===== src/rtl/pq_arb.sv =====
// Round-robin arbiter sharing one priority-queue device among NREQ requesters.
// Define PQ_ARB_FIXED_PRI_EN for fixed priority (lowest index wins) instead of round-robin.
module pq_arb #(
   parameter int NREQ  = 4,
   parameter int IDX_W = $clog2(NREQ),
   parameter int KV_W  = 16
) (
   input  logic                 clk,
   input  logic                 rst,
   input  logic [NREQ-1:0]      req_enq,
   input  logic [NREQ-1:0]      req_deq,
   input  logic [NREQ*KV_W-1:0] req_kv,
   output logic [NREQ-1:0]      ack,
   output logic [KV_W-1:0]      rsp_kv,
   output logic                 rsp_err,
   output logic [IDX_W-1:0]     gnt_idx,
   output logic                 pq_enq,
   output logic                 pq_deq,
   output logic [KV_W-1:0]      pq_kvi,
   input  logic [KV_W-1:0]      pq_kvo,
   input  logic                 pq_full,
   input  logic                 pq_empty,
   input  logic                 pq_busy
);

   typedef enum logic [1:0] {IDLE, ISSUE, RESP} state_e;

   state_e           state_q, state_d;
   logic [NREQ-1:0]  pend;
   logic             grant;
   logic [IDX_W-1:0] win;
   logic [IDX_W-1:0] gnt_q;
   logic             deq_q, go_q, err_q;
   logic [KV_W-1:0]  kvi_q, rsp_kv_q;

   assign pend  = req_enq | req_deq;
   assign grant = (state_q == IDLE) && !pq_busy && (|pend);

`ifdef PQ_ARB_FIXED_PRI_EN
   always_comb begin
      win = '0;
      for (int i = NREQ-1; i >= 0; i--)
         if (pend[i]) win = IDX_W'(i);
   end
`else
   logic [IDX_W-1:0] last_q;
   logic [IDX_W-1:0] cand;

   // Walk from the farthest slot inward so the nearest pending after last_q wins.
   always_comb begin
      win  = '0;
      cand = '0;
      for (int k = NREQ; k >= 1; k--) begin
         cand = IDX_W'((int'(last_q) + k) % NREQ);
         if (pend[cand]) win = cand;
      end
   end

   always_ff @(posedge clk or negedge rst) begin
      if (!rst)       last_q <= IDX_W'(NREQ-1);
      else if (grant) last_q <= win;
   end
`endif

   always_ff @(posedge clk or negedge rst) begin
      if (!rst) state_q <= IDLE;
      else      state_q <= state_d;
   end

   always_comb begin
      state_d = state_q;
      case (state_q)
         IDLE:    if (grant) state_d = ISSUE;
         ISSUE:   state_d = RESP;
         RESP:    state_d = IDLE;
         default: state_d = IDLE;
      endcase
   end

   // The PQ only changes on our own strobes, so full/empty seen at grant time
   // still hold in ISSUE; deciding early keeps the strobes free of input paths.
   always_ff @(posedge clk or negedge rst) begin
      if (!rst) begin
         gnt_q    <= '0;
         deq_q    <= 1'b0;
         go_q     <= 1'b0;
         err_q    <= 1'b0;
         kvi_q    <= '0;
         rsp_kv_q <= '0;
      end else begin
         if (grant) begin
            gnt_q <= win;
            deq_q <= req_deq[win];
            go_q  <= req_deq[win] ? !pq_empty : !pq_full;
            err_q <= req_deq[win] ?  pq_empty :  pq_full;
            kvi_q <= req_kv[win*KV_W +: KV_W];
         end
         if (state_q == ISSUE && deq_q && go_q) rsp_kv_q <= pq_kvo;
      end
   end

   always_comb begin
      ack     = '0;
      pq_enq  = 1'b0;
      pq_deq  = 1'b0;
      rsp_err = 1'b0;
      case (state_q)
         ISSUE: begin
            pq_enq = go_q && !deq_q;
            pq_deq = go_q &&  deq_q;
         end
         RESP: begin
            ack[gnt_q] = 1'b1;
            rsp_err    = err_q;
         end
         default: ;
      endcase
   end

   assign gnt_idx = gnt_q;
   assign pq_kvi  = kvi_q;
   assign rsp_kv  = rsp_kv_q;

endmodule


===== config.mk =====
export PLATFORM = sky130hd
export DESIGN_NAME = pq_arb
export DESIGN_NICKNAME = d
export VERILOG_FILES = /design/src/rtl/pq_arb.sv
export SDC_FILE = /design/constraint.sdc
export NUM_CORES = 1
export LEC_CHECK = 0
export CORE_MARGIN = 2
export CORE_UTILIZATION = 39
export CTS_BUF_LIST = sky130_fd_sc_hd__clkbuf_8
export DETAILED_ROUTE_END_ITERATION = 7
export HOLD_SLACK_MARGIN = 0.1
export PLACE_DENSITY = 0.82
export SYNTH_ARGS = -nofsm -noshare
export SYNTH_HDL_FRONTEND = slang
export SYNTH_SLANG_ARGS = --single-unit

===== constraint.sdc =====
create_clock -name clk -period 2.3 [get_ports clk]
set_input_delay 0.46 -clock clk [delete_from_list [all_inputs] [get_ports clk]]
set_output_delay 0.46 -clock clk [all_outputs]
set_load 0.01 [all_outputs]

Yosys cells after proc, flatten, opt, wreduce, memory -nomap -nowiden
Cells that the tools add are included.

word-level totals
  bits in registers = 41
  input bits = 93
  output and inout port bits = 41
  logic and storage cells = 61

operators by class
  $add $sub $neg = 4
  $lt $le $gt $ge = 7
  equal/unequal tests = 3
  shift-type cells = 1
  multiplexer cells = 24
  bitwise logic cells = 1
  reduce and logical (&&, ||, !) cells = 13

operators by type and width
  cell                                                                                 number
  64-bit by 7-bit variable part select with 16-bit output                              1
  2-bit by 3-bit less-than comparator with 1-bit output, second input constant         6
  1-bit 2-to-1 mux                                                                     11
  1-bit binary-select mux with 2-bit select                                            5
  2-bit 2-to-1 mux                                                                     5
  1-bit logical AND                                                                    7
  2-bit by 1-bit adder with 2-bit output, second input constant                        2
  2-bit adder, second input constant                                                   2
  1-bit logical NOT                                                                    4
  4-bit 2-to-1 mux                                                                     1
  4-bit bitwise OR                                                                     1
  2-bit case mux with 2 select lines                                                   1
  4-bit OR reduction                                                                   1
  1-bit demux with 2-bit select                                                        1
  2-bit by 1-bit == test with 1-bit output, second input constant                      1
  2-bit == test, second input constant                                                 1
  2-bit by 1-bit greater-or-equal comparator with 1-bit output, second input constant  1
  2-bit logical NOT                                                                    1
  2-bit != test, second input constant                                                 1

Longest topological paths before layout
Gate-level depths: netlist of the first run.

  word-level depth = 10
  gate-level depth with buffers = 8
  depth with buffers taken out = 6

Worst setup path before layout of the first run
OpenSTA, ideal clock, no wires.

  kind = input-to-reg
  start = in req_enq[2]
  end = reg kvi_q[10] (netlist: pq_kvi[10])
  data arrival time = 1.973 ns
  path slack = 0.202 ns
  cell stages on the path = 7
  buffers on the path = 2
  cells stage by stage = or4_1 > o221ai_1 > buf_4 > buf_4 > mux2i_1 > mux2i_1 > mux2_4

between the ends
  longest elaborated chain between the ends = 8
  elaborated cells between the ends (all ways) = 16

ends and longest elaborated chain
  element                                                  RTL line  RTL
  start, declared                                          10        input logic [NREQ-1:0] req_enq,
  4-bit bitwise OR (*)                                     36        assign pend = req_enq | req_deq;
  1-bit binary-select mux with 2-bit select                55        if (pend[cand]) win = cand;
  1-bit 2-to-1 mux (implied by the code)                   55
  2-bit 2-to-1 mux (4 in series)                           55
  64-bit by 7-bit variable part select with 16-bit output  96        kvi_q <= req_kv[win*KV_W +: KV_W];
  end signal, assigned                                     96
  end, declared                                            34        logic [KV_W-1:0] kvi_q, rsp_kv_q;

Every way passes the cells marked *; elsewhere a longest branch is shown, timed or not. The select of a mux whose other input is x is not followed.
A chain may end at the register's enable or synchronous reset.

Worst setup path after layout of the first run
  start = in req_enq[2]
  end = reg kvi_q[0] (netlist: pq_kvi[0])

The elaborated chain is that of the path after synthesis.

==> out/metrics.csv, run 1 <==
metric;value;unit
finalMaxSlewViolations;0;
critical_path.max_fanout;9;
gp_congestion;0.831;
max-cap-violations;0;
root_buffer;clkbuf_8;
utilization;0.710;
p_clk_frac;0.118;
clock_path_buffers;2;
drt_iter0_markers;90;
p_int;3.27;mW
dr_total_vias;2090;
dp_hpwl;4990;um
finClkSkew;0.0139;ns
status;complete, no violations;
r2r_end;pq_kvi[15]$_DFFE_PN0P_;
startpoint_type;input pin;
multi_input_area;0.00126;mm2
seqPwrFrac;0.272;
grt_use_total;0.200;
start_util;0.397;
switching_share;0.332;
synth_area_per_cell;12.5;um2
hold_buffers;0;
synth_top_family_by_area;multiplexers;
yosysWarnings;0;
synth_mux_area_frac;0.388;
placed_area;0.00387;mm2
synth_cells;186;
synthAdderAreaFrac;0;
power_frac_comb;0.610;
synth-compound-area-share;0.0560;
r2r-start;last_q[1]$_DFFE_PN1P_;
critPathArrivalTime;2.47;ns
tritoncts;yes;
htreeDepth;2;
design_area;0.00416;mm2
hold_violations;0;
min_path_type;input pin to async pin;
drt_first_pass_iters;4;
grt_max_degree;42;
final_layout_size_suffix_gt1_frac;0.235;
final_antenna_net_count;0;
grt_pass1_vias;2207;
die_height;81.2;um
cts_sinks;41;
antenna_found_initial;0;
final-setup-viol-count;0;
yosysSeqAreaShare;0.443;
cp-end-kind;flip-flop;
io_pins;134;
regArea;0.00103;mm2
p_switching;1.62;mW
final_min_period_over_clock_period;0.989;
vdd_ir_drop_max;0.000574;V
power.density;1180;mW/mm2
design.core.area;0.00585;mm2
die_w;81.2;um
floorplan.die_area;0.00659;mm2
worst-r2r-cell-count;7;
routed_via_density;5.02;
overflow;0;
syn-num-nets;279;
syn2layout_area_growth;79.0;%
wl_per_cell;16.0;um
max_slew_margin;0.384;
num_rows;28;
power.leakage;1.87;nW
min_period;2.27;ns
yosys.area_share.simple;0.0690;
yosysUniqueCellTypes;39;
fmax;440;MHz
rrSetupSlack;0.05;ns
worst_hold_slack;0.285;ns
syn_area;0.00232;mm2
critPathKind;input pin to flip-flop;
synthXorXnorAreaFrac;0;
cts.clk_slew.worst_paths;0.09;ns
tightest_slew;0.924;ns
nFillCells;447;
routed_wl;6660;um
cts_made_buffers;5;
drc;0;
ys_seq_elements;41;
worstSkewPairLatency;0.30;ns
grt_pass1_wl;10000;um
antenna_cells;0;
fin_nets;433;
port_buffers;133;
worstPathRequired;2.49;ns
[synthesized netlist by cell type (all sizes together)]
cell type  number  share of area
a32o            1         0.0043
o211ai          1         0.0032
mux2i          50           0.22
o22ai           1         0.0027
or4             2         0.0065
a22oi           1         0.0032
dfstp           2          0.023
o21bai          1         0.0032
inv             6         0.0097
dfrtp          39           0.42
or2             2         0.0054
nor4            2          0.012
nor3            1         0.0022
buf             8          0.031
nor2b           3         0.0081
and2b           1         0.0032
and2            1         0.0027
o2bb2ai         1         0.0038
o41ai           1         0.0038
o21a            2         0.0065
o31ai           1         0.0032
o31a            2         0.0075
nand3           1         0.0022
clkbuf          2         0.0032
mux2           34           0.17
nor2            9          0.015
o221ai          1         0.0038
o21ai           1         0.0022
a21oi           2         0.0043
o21ba           1         0.0043
nor3b           1         0.0032
nand2b          1         0.0027
nand2           4         0.0065
[critical path: stages]
cell             delay (ns)
clkdlybuf4s50_1        0.45
or4_1                  0.58
o22ai_2                0.23
or2_1                  0.18
buf_6                  0.19
mux2i_1                0.10
mux2_2                 0.28
[final cells by class]
cell class / count / share of cell area
Timing Repair Buffer: 157 / 0.396
Multi-Input combinational cell: 129 / 0.303
Sequential cell: 41 / 0.247
Tap cell: 75 / 0.0226
Clock buffer: 5 / 0.0166
Clock inverter: 3 / 0.00933
Inverter: 6 / 0.00542
[layer usage]
layer	vias to the layer above	global-route usage	share of wire
met1	1022	0.220	0.39
met2	76	0.353	0.52
li1	982	-	-
met3	10	0.0789	0.074
met5	-	0	0
met4	0	0.0610	0.016
[worst max path at each step]
| stage | from | endpoint | slack (ns) | depth (start not counted) |
|---|---|---|---|---|
| finish | req_enq[2] | pq_kvi[0]$_DFFE_PN0P_ | 0.03 | 7 |
| floorplan | req_enq[2] | pq_kvi[10]$_DFFE_PN0P_ | 0.20 | 7 |
| detailed placement | req_enq[2] | pq_kvi[4]$_DFFE_PN0P_ | -0.29 | 7 |
| global placement | req_enq[1] | go_q$_DFFE_PN0P_ | -0.25 | 7 |
| global route | req_enq[2] | pq_kvi[0]$_DFFE_PN0P_ | -0.005 | 7 |
| CTS | req_enq[2] | pq_kvi[4]$_DFFE_PN0P_ | 0.02 | 7 |
[cells in the final DEF (no fill, tap or decap), drive strengths merged]
cell type | netlist | final
and2b | 1 | 1
dlymetal6s2s | 0 | 8
o22ai | 1 | 1
o211ai | 1 | 1
nor4 | 2 | 2
a21oi | 2 | 2
o21ai | 1 | 1
or4 | 2 | 2
nand2 | 4 | 4
dfrtp | 39 | 39
bufinv | 0 | 1
mux2 | 34 | 34
o21a | 2 | 2
mux2i | 50 | 50
a32o | 1 | 1
o2bb2ai | 1 | 1
o221ai | 1 | 1
o41ai | 1 | 1
nor2 | 9 | 9
dfstp | 2 | 2
o21ba | 1 | 1
nor3b | 1 | 1
nor2b | 3 | 3
inv | 6 | 7
and2 | 1 | 1
a22oi | 1 | 1
clkdlybuf4s50 | 0 | 124
clkbuf | 2 | 8
o31a | 2 | 2
buf | 8 | 22
or2 | 2 | 2
nor3 | 1 | 1
clkinv | 0 | 1
o31ai | 1 | 1
nand2b | 1 | 1
o21bai | 1 | 1
nand3 | 1 | 1
[what timing repair did]
action	4_1_cts	5_1_grt
resized for setup	0	23
setup endpoints to repair	0	24
setup buffers	0	3
[cells by family (layout without fill, tap and decap cells)]
kind of cell    Yosys count  after routing
compound gates           17             17
buf+inv                  16            171
simple gates             28             28
flops                    41             41
mux                      84             84
[sequential cells by signal, summed over array words and instances (netlist names)]
name and count:
last_q 2, state_q 2, err_q 1, gnt_idx 2, pq_kvi 16, go_q 1, deq_q 1, rsp_kv 16
[per-stage QoR]
stage | total power [mW] | TNS [ns] | std cells | setup slack (ns)
global route | 5.20 | -0.00858 | 416 | -0.00472
finish | 4.89 | 0 | 416 | 0.0250
CTS | 4.60 | 0 | 410 | 0.0195
global placement | 3.95 | -4.15 | 402 | -0.255
detailed placement | 4.01 | -4.65 | 402 | -0.293
floorplan | 2.82 | 0 | 186 | 0.202
[power groups by stage]
stage | sequential (mW) | clock, mW | combinational (mW)
floorplan | 1.43 | 0 | 1.39
global placement | 1.33 | 0 | 2.62
detailed placement | 1.34 | 0 | 2.67
CTS | 1.34 | 0.586 | 2.68
global route | 1.38 | 0.628 | 3.19
finish | 1.33 | 0.576 | 2.98
(Power assumes the default switching activity.)
==> run 2, diff against run 1 <==
Settings changed: SKIP_CTS_REPAIR_TIMING set to 1.
==> results of run 2 <==
The final DEF is identical to that of run 1; final timing and power are the same.
